`config.mk`:
```
export PLATFORM = sky130hd
export DESIGN_NAME = env_player
export DESIGN_NICKNAME = d
export VERILOG_FILES = /design/src/rtl/env_player.sv
export SDC_FILE = /design/constraint.sdc
export NUM_CORES = 1
export LEC_CHECK = 0
export CORE_AREA = 2 2 412 414
export CTS_BUF_LIST = sky130_fd_sc_hd__clkbuf_8 sky130_fd_sc_hd__clkbuf_16
export DETAILED_ROUTE_END_ITERATION = 16
export DIE_AREA = 0 0 414 416
export GPL_ROUTABILITY_DRIVEN = 0
export GPL_TIMING_DRIVEN = 0
export SETUP_SLACK_MARGIN = 0.02
export SYNTH_ARGS = -nofsm -noshare
export SYNTH_HDL_FRONTEND = slang
export SYNTH_SLANG_ARGS = --single-unit
```
`constraint.sdc`:
```
create_clock -name clk -period 3.6 [get_ports clk]
set_clock_uncertainty 0.1 [all_clocks]
set_input_delay 0.72 -clock clk [delete_from_list [all_inputs] [get_ports clk]]
set_output_delay 0.72 -clock clk [all_outputs]
set_load 0.02 [all_outputs]
```
`src/rtl/env_player.sv`:
```
`timescale 1ns/1ps
// -----------------------------------------------------------------------------
// env_player
// Envelope sequencer for the amplitude-modulation stage. Plays a pulse as a run
// of consecutive envelope memory words (NSLICE complex samples per word, one
// word per clock) and drives a gate aligned to the samples. One command is
// buffered behind the running pulse so consecutive pulses play back-to-back.
//
// Ports
//   clk, rstn            clock, asynchronous active-low reset
//   cmd_valid/cmd_ready  command handshake (accepted when both high)
//   cmd_addr, cmd_len    first word address and length in words (0 = null)
//   memaddr, memen       envelope memory read request
//   memdata              read data, valid RDLAT clocks after the request
//   envxy32x16           samples to the modulator ({envx,envy} per slice)
//   gateout              high while envxy32x16 carries pulse samples
//   busy                 pulse running or reads still in flight
//   pulsecnt             completed pulse counter (ENV_PLAYER_PULSECNT_EN only)
//
// Configuration macro: ENV_PLAYER_PULSECNT_EN adds the pulsecnt output.
// -----------------------------------------------------------------------------
module env_player #(
    parameter int NSLICE = 16,
    parameter int AW     = 12,
    parameter int LW     = 12,
    parameter int RDLAT  = 2
) (
    input  logic                 clk,
    input  logic                 rstn,
    input  logic                 cmd_valid,
    output logic                 cmd_ready,
    input  logic [AW-1:0]        cmd_addr,
    input  logic [LW-1:0]        cmd_len,
    output logic [AW-1:0]        memaddr,
    output logic                 memen,
    input  logic [NSLICE*32-1:0] memdata,
    output logic [NSLICE*32-1:0] envxy32x16,
    output logic                 gateout,
    output logic                 busy
`ifdef ENV_PLAYER_PULSECNT_EN
    ,
    output logic [31:0]          pulsecnt
`endif
);

    localparam int DW = NSLICE * 32;

    typedef enum logic [0:0] {
        ST_IDLE = 1'b0,
        ST_RUN  = 1'b1
    } state_t;

    state_t          state_r;
    logic [AW-1:0]   addr_cnt_r;
    logic [LW-1:0]   len_cnt_r;
    logic            pend_valid_r;
    logic [AW-1:0]   pend_addr_r;
    logic [LW-1:0]   pend_len_r;
    logic            cmd_ready_r;
    logic            memen_r;
    logic [AW-1:0]   memaddr_r;
    logic [RDLAT-1:0] dly_en_r;
    logic            gate_r;
    logic [DW-1:0]   envxy_r;

    logic            accept_s;
    logic            last_s;
    logic            cand_valid_s;
    logic [AW-1:0]   cand_addr_s;
    logic [LW-1:0]   cand_len_s;
    logic            take_s;

    // Handshake and next-pulse selection; a command arriving on the last word
    // is used directly when nothing is buffered.
    always_comb begin
        accept_s = cmd_valid & cmd_ready_r;
        last_s   = (len_cnt_r == LW'(1'b1));
        if (pend_valid_r) begin
            cand_valid_s = 1'b1;
            cand_addr_s  = pend_addr_r;
            cand_len_s   = pend_len_r;
        end else begin
            cand_valid_s = accept_s;
            cand_addr_s  = cmd_addr;
            cand_len_s   = cmd_len;
        end
        take_s = cand_valid_s & (cand_len_s != {LW{1'b0}});
    end

    // Command FSM: counters, pending slot, read issue and ready flag.
    always_ff @(posedge clk or negedge rstn) begin
        if (!rstn) begin
            state_r      <= ST_IDLE;
            addr_cnt_r   <= {AW{1'b0}};
            len_cnt_r    <= {LW{1'b0}};
            pend_valid_r <= 1'b0;
            pend_addr_r  <= {AW{1'b0}};
            pend_len_r   <= {LW{1'b0}};
            cmd_ready_r  <= 1'b0;
            memen_r      <= 1'b0;
            memaddr_r    <= {AW{1'b0}};
        end else begin
            case (state_r)
                ST_IDLE: begin
                    memen_r      <= 1'b0;
                    memaddr_r    <= {AW{1'b0}};
                    pend_valid_r <= 1'b0;
                    cmd_ready_r  <= 1'b1;
                    // A null command is consumed here without leaving IDLE.
                    if (accept_s && (cmd_len != {LW{1'b0}})) begin
                        addr_cnt_r <= cmd_addr;
                        len_cnt_r  <= cmd_len;
                        state_r    <= ST_RUN;
                    end else begin
                        state_r    <= ST_IDLE;
                    end
                end
                ST_RUN: begin
                    memen_r   <= 1'b1;
                    memaddr_r <= addr_cnt_r;
                    if (last_s) begin
                        pend_valid_r <= 1'b0;
                        cmd_ready_r  <= 1'b1;
                        // Chain straight into the next pulse so memen never drops.
                        if (take_s) begin
                            addr_cnt_r <= cand_addr_s;
                            len_cnt_r  <= cand_len_s;
                            state_r    <= ST_RUN;
                        end else begin
                            state_r    <= ST_IDLE;
                        end
                    end else begin
                        addr_cnt_r <= addr_cnt_r + AW'(1'b1);
                        len_cnt_r  <= len_cnt_r - LW'(1'b1);
                        if (accept_s) begin
                            pend_valid_r <= 1'b1;
                            pend_addr_r  <= cmd_addr;
                            pend_len_r   <= cmd_len;
                            cmd_ready_r  <= 1'b0;
                        end else begin
                            cmd_ready_r  <= ~pend_valid_r;
                        end
                    end
                end
                default: begin
                    state_r      <= ST_IDLE;
                    memen_r      <= 1'b0;
                    memaddr_r    <= {AW{1'b0}};
                    pend_valid_r <= 1'b0;
                    cmd_ready_r  <= 1'b0;
                end
            endcase
        end
    end

    // Read pipeline: memen delayed to meet memdata, then both registered out.
    always_ff @(posedge clk or negedge rstn) begin
        if (!rstn) begin
            dly_en_r <= {RDLAT{1'b0}};
            gate_r   <= 1'b0;
            envxy_r  <= {DW{1'b0}};
        end else begin
            dly_en_r[0] <= memen_r;
            for (int k = 1; k < RDLAT; k++) begin
                dly_en_r[k] <= dly_en_r[k-1];
            end
            gate_r <= dly_en_r[RDLAT-1];
            // Data outside a pulse is never forwarded.
            if (dly_en_r[RDLAT-1]) begin
                envxy_r <= memdata;
            end else begin
                envxy_r <= {DW{1'b0}};
            end
        end
    end

`ifdef ENV_PLAYER_PULSECNT_EN
    logic             memlast_r;
    logic [RDLAT-1:0] dly_last_r;
    logic             out_last_r;
    logic [31:0]      pulsecnt_r;

    // Pulse counter: a last-word tag rides alongside the read pipeline and the
    // count steps as the tagged word leaves the output, i.e. on the gate's
    // falling edge or at a back-to-back boundary.
    always_ff @(posedge clk or negedge rstn) begin
        if (!rstn) begin
            memlast_r  <= 1'b0;
            dly_last_r <= {RDLAT{1'b0}};
            out_last_r <= 1'b0;
            pulsecnt_r <= 32'd0;
        end else begin
            memlast_r     <= (state_r == ST_RUN) & last_s;
            dly_last_r[0] <= memlast_r;
            for (int k = 1; k < RDLAT; k++) begin
                dly_last_r[k] <= dly_last_r[k-1];
            end
            out_last_r <= dly_last_r[RDLAT-1];
            if (gate_r && out_last_r) begin
                pulsecnt_r <= pulsecnt_r + 32'd1;
            end else begin
                pulsecnt_r <= pulsecnt_r;
            end
        end
    end

    assign pulsecnt = pulsecnt_r;
`endif

    assign cmd_ready  = cmd_ready_r;
    assign memen      = memen_r;
    assign memaddr    = memaddr_r;
    assign envxy32x16 = envxy_r;
    assign gateout    = gate_r;
    assign busy       = (state_r == ST_RUN) | memen_r | (|dly_en_r);

endmodule
```
### Yosys cells after proc, flatten, opt, wreduce, memory -nomap -nowiden

Cells that the tools add are included.

| word-level totals | value |
|---|---|
| register bits after elaboration | 579 |
| bits of input ports | 539 |
| output and inout bits | 528 |
| logic and storage cells | 55 |

| cells by class | value |
|---|---|
| $add $sub $neg | 2 |
| equal/unequal tests | 4 |
| muxes and demuxes | 24 |
| bitwise gates (word level) | 7 |
| reduce and logical (&&, ||, !) cells | 6 |

Operator list:

| cell | number |
|---|---|
| $mux W512 | 1 |
| $mux W12 | 8 |
| $pmux W12 S2 | 3 |
| $reduce_bool A12 Y1 | 2 |
| $add A12 B1 Y12 const B | 1 |
| $eq A12 B1 Y1 const B | 1 |
| $sub A12 B1 Y12 const B | 1 |
| $mux W1 | 8 |
| $pmux W1 S2 | 4 |
| $ne A3 B1 Y1 const B | 1 |
| $ne A3 B2 Y1 const B | 1 |
| $not A1 Y1 | 3 |
| $reduce_and A3 Y1 | 1 |
| $and A1 B1 Y1 | 2 |
| $ne A2 B2 Y1 const B | 1 |
| $or A1 B1 Y1 | 2 |
| $reduce_and A2 Y1 | 1 |
| $reduce_or A2 Y1 | 1 |
| $logic_and A1 B1 Y1 | 1 |

### Depth between registers and ports, before layout

Gate-level depths: netlist (run 1).

| depth | value |
|---|---|
| word-level depth | 6 |
| gate-level depth with buffers | 10 |
| gate-level depth less buffers | 8 |

### Worst setup path after synthesis (run 1)

Ideal clock, no wire load.

| path | value |
|---|---|
| kind | flip-flop to flip-flop |
| start | register len_cnt_r[1] |
| end | register addr_cnt_r[5] |
| setup time | 0.119 ns |
| data arrival time | 2.355 ns |
| data required time | 3.381 ns |
| setup slack | 1.026 ns |
| stages on the path, launching flop included | 11 |
| buffers on the path | 3 |
| period minus slack after synthesis | 2.574 ns |
| path through | dfrtp_1 inv_1 ha_1 or3b_2 buf_2 o41a_1 buf_2 o22ai_4 buf_6 a21oi_1 o21a_1 |

| between the ends | value |
|---|---|
| word-level cells in the longest chain between the ends | 3 |
| elaborated cells on any way between the ends | 5 |
| those cells by class | 2 x eq/ne; 2 x mux; 1 x reduce/logical |

Ends and longest elaborated chain:

| what | line | text |
|---|---|---|
| start, declared | 55 | `logic [LW-1:0] len_cnt_r;` |
| start signal, assigned | 95 | `len_cnt_r <= {LW{1'b0}};` |
| start signal, assigned | 112 | `len_cnt_r <= cmd_len;` |
| start signal, assigned | 127 | `len_cnt_r <= cand_len_s;` |
| $eq A12 B1 Y1 (*) | 77 | `last_s = (len_cnt_r == LW'(1'b1));` |
| $mux W12 or $ne A3 B2 Y1 (tied branches) | -- |  |
| $pmux W12 S2 or $reduce_and A2 Y1 (tied branches) | -- |  |
| end signal, assigned | 111 | `addr_cnt_r <= cmd_addr;` |
| end signal, assigned | 126 | `addr_cnt_r <= cand_addr_s;` |
| end signal, assigned | 133 | `addr_cnt_r <= addr_cnt_r + AW'(1'b1);` |
| end, declared | 54 | `logic [AW-1:0] addr_cnt_r;` |

Mark *: on every way between the ends. The rest lies on a longest branch, timed or not.
A chain may end at the register's enable or synchronous reset.

### Final worst setup path (run 1)

| path | value |
|---|---|
| start | register state_r |
| end | output port busy |

| between the ends | value |
|---|---|
| word-level cells in the longest chain between the ends | 2 |

Ends and longest elaborated chain:

| what | line | text |
|---|---|---|
| start, declared | 53 | `state_t state_r;` |
| start signal, assigned | 93 | `state_r <= ST_IDLE;` |
| start signal, assigned | 113 | `state_r <= ST_RUN;` |
| start signal, assigned | 115 | `state_r <= ST_IDLE;` |
| $or A1 B1 Y1 (2 in series) | 215 | `assign busy = (state_r == ST_RUN) \| memen_r \| (\|dly_en_r);` |
| end, declared | 39 | `output logic busy` |

Every way passes these cells.

==> run_results.csv, run 1 <==
group,metric,value,unit
status,status,"complete, no violations",
power_and_ir_drop,total_power,20.8,mW
synth,synth_nets,1932,
grt,antenna_found_initial,126,
worst_setup_path,ff2ff_setup_slack,0.59,ns
worst_setup_path,worstRegToRegCells,9,
drt,drt_pass1_iterations,5,
worst_setup_path,cp_slowest_cell,"or4_1",
drt,vias,16100,
clock_network,htree_levels,3,
finish,final_nets,3084,
synth,ys_seq_area_frac,0.744,
power_and_ir_drop,power.leakage,14.1,nW
synth,syn_area_per_cell,14.0,µm²
floorplan,io_pins,1067,
floorplan,fp-row-count,151,
clock_network,numCtsBuffers,78,
grt,grt_max_degree,115,
synth,syn_area,0.0195,mm²
clock_network,insertion_delay,0.67,ns
power_and_ir_drop,p_seq_frac,0.382,
place,dp_hpwl,111000,µm
grt,grt_pass1_vias,16800,
timing,final-setup-viol-count,0,
clock_network,ctsRootBufferMaster,"clkbuf_16",
finish,drive_gt1_frac,0.0662,
grt,grt_pass1_wl,170000,µm
worst_setup_path,critPathRequiredTime,2.78,ns
timing,fmax,306,MHz
timing,tns,0,ns
floorplan,initial_core_util,0.116,
grt,track_usage,0.150,
synth,synth_edf_count,0,
timing,fin_crit_sh,0.908,
power_and_ir_drop,pwr-share-clk,0.383,
drt,drt_wl_total,132000,µm
worst_setup_path,crit_path_max_fanout,15,
drt,wl_per_cell,27.3,µm
finish,final_cell_mix,"clkdlybuf4s50_1 (1065), dfrtp_1 (579), and2_1 (526)",
power_and_ir_drop,switchingPower,6.44,mW
synth,syn_inst,1390,
clock_network,cts_setup_buffers,0,
synth,ys_types,47,
power_and_ir_drop,p_int,14.4,mW
worst_setup_path,path_class,"reg2out",
place,io_buffers,1066,
finish,final_common_cell,"clkdlybuf4s50_1",
power_and_ir_drop,ir_drop,389,µV
power_and_ir_drop,power_density,581,mW/mm²
flow_run,maxCapViolCount,0,
timing,hold_viol_final,0,
place,dp_cells,4680,
power_and_ir_drop,p_sw_frac,0.310,
clock_network,cts_tree,"built",
finish,syn_to_final_growth,83.7,%
drt,ant_nets,0,
worst_setup_path,start_kind,"flip-flop",
place,placed_cell_area,0.0331,mm²
floorplan,die_h,416,µm
synth,ys.flop_type,"dfrtp_1",
floorplan,dieArea,0.172,mm²
worst_hold_path,min_path_type,"reg2reg",
worst_setup_path,path_cells,"or4_1 -> clkdlybuf4s50_1",
finish,instances_no_fill,4845,
synth,ys_warn_count,0,
place,place_ws,0.633,ns
floorplan,core_area,0.168,mm²
grt,grt_overflow_total,0,
synth,synth-async-reset-ratio,1.00,
worst_setup_path,endpoint_kind,"output port",
worst_hold_path,hold_depth,0,
power_and_ir_drop,pwr-share-comb,0.236,
worst_setup_path,max_stage_delay,0.62,ns
timing,maxSlewHeadroom,0.347,
synth,synth_seq_cells,579,
clock_network,ctsResizeCount,0,
drt,drtIter0Drc,1101,
timing,drv_slew,0,
clock_network,clk_pin_slew_worst_paths,0.06,ns
timing,timing.final.crit_period,3.27,ns
drt,drcViolationCount,0,
clock_network,clkSinkCount,579,
clock_network,clockBufferDepth,3,
finish,final_area,0.0358,mm²
worst_setup_path,crit_arrival,2.45,ns
timing,fin_ws,0.332,ns
floorplan,die_x,414,µm
timing,rsz0062_at_grt,"false",
drt,viasPerCell,3.32,
timing,worstMarginPinSlew,0.979,ns
[sequential cells by signal, summed over array words and instances, names as in the netlist, 2 cells and up]
| register | flops |
|---|---|
| envxy32x16 | 512 |
| addr_cnt_r | 12 |
| len_cnt_r | 12 |
| memaddr | 12 |
| pend_addr_r | 12 |
| pend_len_r | 12 |
| dly_en_r | 2 |
[final cells by class]
| type | instances | area, µm² |
|---|---|---|
| antenna | 27 | 67.6 |
| clock inverter | 47 | 463 |
| sequential | 579 | 14500 |
| tap | 2218 | 2780 |
| buffer | 76 | 313 |
| timing repair buffer | 1073 | 10800 |
| inverter | 8 | 30.0 |
| fill | 18100 | 132000 |
| clock buffer | 91 | 2150 |
| multi-input combinational | 726 | 4650 |
[final timing paths]
kind / end / start
setup / recovery: busy / state_r$_DFF_PN0_
hold / removal: dly_en_r[1]$_DFF_PN0_ / dly_en_r[0]$_DFF_PN0_
setup reg to reg: len_cnt_r[9]$_DFFE_PN0P_ / len_cnt_r[1]$_DFFE_PN0P_
hold reg to reg: dly_en_r[1]$_DFF_PN0_ / dly_en_r[0]$_DFF_PN0_
max in group asynchronous: envxy32x16[251]$_DFF_PN0_ / rstn
min in group asynchronous: envxy32x16[350]$_DFF_PN0_ / rstn
[metal layers]
layer  global-route usage  part of all wire
met1                0.148              0.33
met2                0.259              0.50
met3               0.0847              0.13
met4               0.0612             0.043
met5                    0            0.0019
[cell usage after synthesis, types with 7 or more instances]
cell type / count / share of area
nor4_1: 10 / 0.0032
nor3_1: 8 / 0.0021
dfrtp_1: 579 / 0.74
clkbuf_1: 65 / 0.013
inv_1: 7 / 0.0013
buf_2: 7 / 0.0018
o21ai_0: 33 / 0.0085
and2_1: 526 / 0.17
nor2_1: 19 / 0.0037
a21oi_1: 10 / 0.0026
mux2_2: 23 / 0.013
nand2_1: 18 / 0.0035
a221oi_1: 14 / 0.0063
[logic make-up after synthesis]
group | count (synthesis) | synth area share
fa+ha+maj | 3 | 0.00193
xor+xnor | 1 | 0.000450
compound gates | 86 | 0.0302
mux | 23 | 0.0133
flops | 579 | 0.744
simple gates | 613 | 0.193
buf+inv | 85 | 0.0177
[power groups by stage]
| stage | clock [mW] | combinational (mW) | sequential (mW) |
|---|---|---|---|
| floorplan | 0 | 1.17 | 8.70 |
| global placement | 0 | 4.94 | 8.06 |
| detailed placement | 0 | 4.97 | 8.01 |
| CTS | 8.27 | 5.00 | 7.93 |
| global route | 8.48 | 5.22 | 8.04 |
| finish | 7.96 | 4.90 | 7.94 |
[worst max-delay path, delay by kind of cell (launching register included)]
kind / cells / cell delay [ns]
DFF: 1 / 0.61
buffers and inverters: 1 / 0.55
and+or+nand+nor: 1 / 0.62
[stage by stage]
step                      hold WS, ns   util
after detailed placement        0.253  0.197
after CTS                       0.272  0.212
after floorplan                 0.246      -
after global placement          0.251  0.196
after global routing            0.277  0.213
final                           0.270  0.213
[timing repair]
action / CTS / global route
setup endpoints to repair: 1 / 0
endpoints found under the hold margin: 54 / 0
hold buffers: 1 / 0
Note: power is estimated with default switching activity, not from simulation.
==> inputs of run 2 (changes only) <==
GPL_ROUTABILITY_DRIVEN = default   (was 0)
==> run_results.csv, run 2 (synthesis results as in run 1) <==
group,metric,value,unit
status,status,"complete, no violations",
finish,final_cell_mix,"clkdlybuf4s50_1 (1065), dfrtp_1 (579), and2_1 (526)",
floorplan,die_h,416,µm
floorplan,die_x,414,µm
timing,drv_slew,0,
finish,drive_gt1_frac,0.0699,
worst_setup_path,max_stage_delay,0.58,ns
grt,grt_pass1_vias,16900,
flow_run,maxCapViolCount,0,
floorplan,dieArea,0.172,mm²
drt,drcViolationCount,0,
clock_network,ctsResizeCount,0,
power_and_ir_drop,power_density,589,mW/mm²
timing,hold_ws,0.266,ns
power_and_ir_drop,power.leakage,14.2,nW
place,dp_hpwl,113000,µm
timing,final-setup-viol-count,0,
drt,drt_pass1_iterations,5,
finish,n_fill_cell,18100,
worst_setup_path,start_kind,"flip-flop",
timing,timing.final.crit_period,3.31,ns
timing,tns,0,ns
place,io_buffers,1066,
finish,final_common_cell,"clkdlybuf4s50_1",
worst_hold_path,min_path_type,"reg2reg",
clock_network,insertion_delay,0.67,ns
drt,wl_per_cell,27.9,µm
worst_setup_path,path_class,"reg2out",
grt,grt_max_degree,114,
floorplan,io_pins,1067,
worst_setup_path,path_cells,"clkbuf_2 -> or4_1 -> clkdlybuf4s50_1",
timing,rsz0062_at_grt,"false",
clock_network,numCtsBuffers,77,
timing,maxSlewHeadroom,0.268,
floorplan,fp-row-count,151,
place,place_congestion,0.904,
clock_network,cts_tree,"built",
clock_network,htree_levels,3,
timing,fin_crit_sh,0.920,
worst_setup_path,cp_slowest_cell,"or4_1",
worst_setup_path,critPathBufInv,2,
worst_setup_path,critPathRequiredTime,2.78,ns
drt,viasPerCell,3.31,
clock_network,clkSinkCount,579,
clock_network,clockBufferDepth,3,
grt,track_usage,0.153,
finish,final_nets,3085,
drt,ant_nets,0,
worst_setup_path,critPathTopFamily,"buffers and inverters",
timing,fmax,302,MHz
finish,largest_register_ffs,512,
clock_network,cts_setup_buffers,0,
worst_setup_path,crit_arrival,2.49,ns
clock_network,ctsRootBufferMaster,"clkbuf_16",
floorplan,core_area,0.168,mm²
grt,grt_pass1_wl,173000,µm
drt,drt_wl_total,135000,µm
finish,final_util,0.214,
grt,grt_overflow_total,0,
worst_setup_path,endpoint_kind,"output port",
worst_setup_path,crit_path_max_fanout,6,
drt,vias,16000,
floorplan,initial_core_util,0.116,
grt,antenna_found_initial,119,
timing,hold_viol_final,0,
timing,worstMarginPinSlew,1.09,ns
power_and_ir_drop,ir_drop,320,µV
drt,drtIter0Drc,835,
finish,syn_to_final_growth,84.3,%
clock_network,clk_pin_slew_worst_paths,0.05,ns
[run 2: changes by cell type in the layout (fill, tap and decap cells not counted), moves of 3 or more]
cell        before  now
diode_2         27   20
clkinv_8         4    1
inv_6            3    6
inv_1           21   14
clkinvlp_4       6    9
buf_16           5    8
bufinv_16        5   10
[run 2: layout make-up]
cell class	instances	area, µm²	share of cell area
tap	2218	2780	0.0773
antenna	20	50.0	0.00139
clock inverter	49	587	0.0163
inverter	8	30.0	0.000836
buffer	76	313	0.00871
sequential	579	14500	0.403
multi-input combinational	726	4650	0.130
timing repair buffer	1075	10900	0.304
clock buffer	90	2120	0.0589
[run 2: final timing paths]
check                                          from                        end  slack (ns)  depth (start not counted)
hold reg to reg               dly_en_r[0]$_DFF_PN0_      dly_en_r[1]$_DFF_PN0_        0.27                          0
min in group asynchronous                      rstn  envxy32x16[418]$_DFF_PN0_        0.47                          2
hold / removal                dly_en_r[0]$_DFF_PN0_      dly_en_r[1]$_DFF_PN0_        0.27                          0
setup / recovery              dly_en_r[1]$_DFF_PN0_                       busy        0.29                          3
max in group asynchronous                      rstn  envxy32x16[323]$_DFF_PN0_        0.83                          6
setup reg to reg           len_cnt_r[1]$_DFFE_PN0P_   len_cnt_r[3]$_DFFE_PN0P_        0.32                          8
[run 2: per-layer routing]
layer	part of all wire	track usage	vias up	wire [µm]
li1	-	-	6782	-
met1	0.37	0.166	7999	49600
met2	0.51	0.272	903	69000
met3	0.090	0.0602	293	12100
met4	0.029	0.0455	26	3940
met5	0.0012	0	-	160
[run 2: stage by stage]
stage / worst slack (ns) / cell area [µm²] / power (mW) / instances
floorplan: 1.03 / 19500 / 9.86 / 1390
global placement: -26.51 / 32900 / 13.1 / 4674
detailed placement: 0.382 / 33200 / 13.0 / 4682
CTS: 0.118 / 35900 / 21.6 / 4821
global route: 0.149 / 35900 / 22.1 / 4829
finish: 0.287 / 35900 / 21.2 / 4841
[run 2: what timing repair did]
action,4_1_cts,5_1_grt
hold buffers,1,0
endpoints found under the setup margin,1,0
hold endpoints to repair,57,0
[run 2: power by group]
part	leakage (nW)	switching, mW	internal (mW)
logic	6.07	2.64	2.30
registers	6.77	0.540	7.41
clock network	1.33	3.33	4.95
total	14.2	6.51	14.7
==> inputs of run 3 (changes only) <==
CAP_MARGIN = 20   (was default)
HOLD_SLACK_MARGIN = 0.12   (was default)
PLACE_DENSITY_LB_ADDON = 0.15   (was default)
==> run_results.csv, run 3 (synthesis results as in run 1) <==
group,metric,value,unit
status,status,"complete, no violations",
drt,drt_pass1_iterations,4,
clock_network,cts_tree,"built",
finish,n_fill_cell,18300,
flow_run,maxCapViolCount,0,
worst_setup_path,max_stage_delay,0.57,ns
grt,antenna_found_initial,30,
finish,final_area,0.0358,mm²
worst_setup_path,path_class,"reg2out",
grt,track_usage,0.120,
drt,drt_wl_total,104000,µm
finish,final_common_cell,"clkdlybuf4s50_1",
timing,tns,0,ns
timing,worstMarginPinSlew,0.923,ns
drt,drcViolationCount,0,
timing,final-setup-viol-count,0,
clock_network,clockBufferDepth,3,
worst_setup_path,path_cells,"clkbuf_4 -> or4_1 -> clkdlybuf4s50_1",
finish,final_nets,3089,
floorplan,core_area,0.168,mm²
worst_setup_path,cp_slowest_cell,"or4_1",
power_and_ir_drop,p_sw_frac,0.299,
clock_network,insertion_delay,0.69,ns
floorplan,dieArea,0.172,mm²
finish,syn_to_final_growth,83.7,%
clock_network,clk_pin_slew_worst_paths,0.05,ns
place,place_ws,0.388,ns
drt,viasPerCell,3.05,
floorplan,initial_core_util,0.116,
worst_setup_path,crit_arrival,2.49,ns
power_and_ir_drop,p_seq_frac,0.384,
timing,fin_crit_sh,0.921,
clock_network,ctsRootBufferMaster,"clkbuf_16",
power_and_ir_drop,p_int,14.4,mW
clock_network,clkSinkCount,579,
place,place_congestion,0.817,
finish,largest_register_ffs,512,
power_and_ir_drop,power_density,575,mW/mm²
power_and_ir_drop,pwr-share-clk,0.388,
finish,drive_gt1_frac,0.0645,
power_and_ir_drop,power.leakage,14.2,nW
place,io_buffers,1066,
timing,fmax,302,MHz
place,dp_hpwl,82700,µm
floorplan,io_pins,1067,
worst_setup_path,critPathTopFamily,"buffers and inverters",
timing,maxSlewHeadroom,0.385,
clock_network,htree_levels,3,
worst_setup_path,endpoint_kind,"output port",
grt,grt_max_degree,101,
clock_network,numCtsBuffers,81,
grt,grt_pass1_vias,16100,
floorplan,die_x,414,µm
floorplan,fp-row-count,151,
power_and_ir_drop,switchingPower,6.16,mW
grt,grt_overflow_total,0,
timing,timing.final.crit_period,3.31,ns
worst_hold_path,min_path_type,"reg2reg",
floorplan,die_h,416,µm
timing,rsz0062_at_grt,"false",
worst_setup_path,start_kind,"flip-flop",
timing,fin_ws,0.286,ns
drt,drtIter0Drc,779,
drt,wl_per_cell,21.6,µm
worst_setup_path,critPathRequiredTime,2.78,ns
timing,drv_slew,0,
grt,grt_pass1_wl,142000,µm
worst_setup_path,crit_path_max_fanout,9,
worst_setup_path,critPathBufInv,2,
power_and_ir_drop,ir_drop,321,µV
finish,final_cell_mix,"clkdlybuf4s50_1 (1065), dfrtp_1 (579), and2_1 (526)",
drt,ant_nets,0,
place,placed_cell_area,0.0331,mm²
drt,vias,14700,
timing,hold_viol_final,0,
power_and_ir_drop,pwr-share-comb,0.228,
## run 3: cell count changes in the layout (fill, tap and decap cells not counted), sizes merged
cell | before | now
clkinv | 17 | 15
clkbuf | 155 | 161
clkinvlp | 9 | 1
inv | 21 | 34
diode | 20 | 10
bufinv | 10 | 4
## run 3: area by class of cell
type / instances / area, µm² / area share
Sequential cell: 579 / 14500 / 0.405
Timing Repair Buffer: 1075 / 10900 / 0.304
Multi-Input combinational cell: 726 / 4650 / 0.130
Tap cell: 2218 / 2780 / 0.0775
Clock buffer: 96 / 2260 / 0.0630
Clock inverter: 46 / 367 / 0.0102
Buffer: 76 / 314 / 0.00877
Inverter: 8 / 30.0 / 0.000839
Antenna cell: 10 / 25.0 / 0.000699
## run 3: path summary, 6_finish.rpt
| check | from | cells past startpoint | slack [ns] | to |
|---|---|---|---|---|
| max in group asynchronous | rstn | 5 | 1.06 | envxy32x16[194]$_DFF_PN0_ |
| max | dly_en_r[1]$_DFF_PN0_ | 3 | 0.29 | busy |
| min reg2reg | dly_en_r[0]$_DFF_PN0_ | 0 | 0.28 | dly_en_r[1]$_DFF_PN0_ |
| min in group asynchronous | rstn | 2 | 0.42 | envxy32x16[244]$_DFF_PN0_ |
| max reg2reg | len_cnt_r[0]$_DFFE_PN0P_ | 8 | 0.45 | addr_cnt_r[4]$_DFFE_PN0P_ |
| min | dly_en_r[0]$_DFF_PN0_ | 0 | 0.28 | dly_en_r[1]$_DFF_PN0_ |
## run 3: timing repair
item                                   in CTS  in global routing
setup endpoints to repair                   1                  0
setup buffers                               0                  0
endpoints found under the hold margin      31                  0
hold buffers                                1                  0
gates resized for setup                     1                  0
## run 3: stage by stage
step / cells / hold slack (ns) / utilization / total power [mW]
after floorplan: 1390 / 0.246 / - / 9.86
after global placement: 4674 / 0.264 / 0.196 / 12.9
after detailed placement: 4682 / 0.264 / 0.197 / 12.8
after CTS: 4824 / 0.282 / 0.213 / 21.1
after global routing: 4826 / 0.287 / 0.213 / 21.7
final: 4834 / 0.278 / 0.213 / 20.6
## run 3: power by group through the flow
stage                     clock [mW]  combinational [mW]  sequential (mW)
after floorplan                    0                1.17             8.70
after global placement             0                4.83             8.07
after detailed placement           0                4.82             8.01
after CTS                       8.39                4.84             7.91
after global routing            8.63                5.04             8.03
final                           8.00                4.69             7.91
## run 3: layer usage
| layer | GRT usage | up-vias | share of wire |
|---|---|---|---|
| met4 | 0.0301 | 24 | 0.019 |
| met5 | 0 | - | 0.0013 |
| met3 | 0.0422 | 119 | 0.068 |
| met1 | 0.134 | 7286 | 0.39 |
| li1 | - | 6776 | - |
| met2 | 0.214 | 516 | 0.53 |
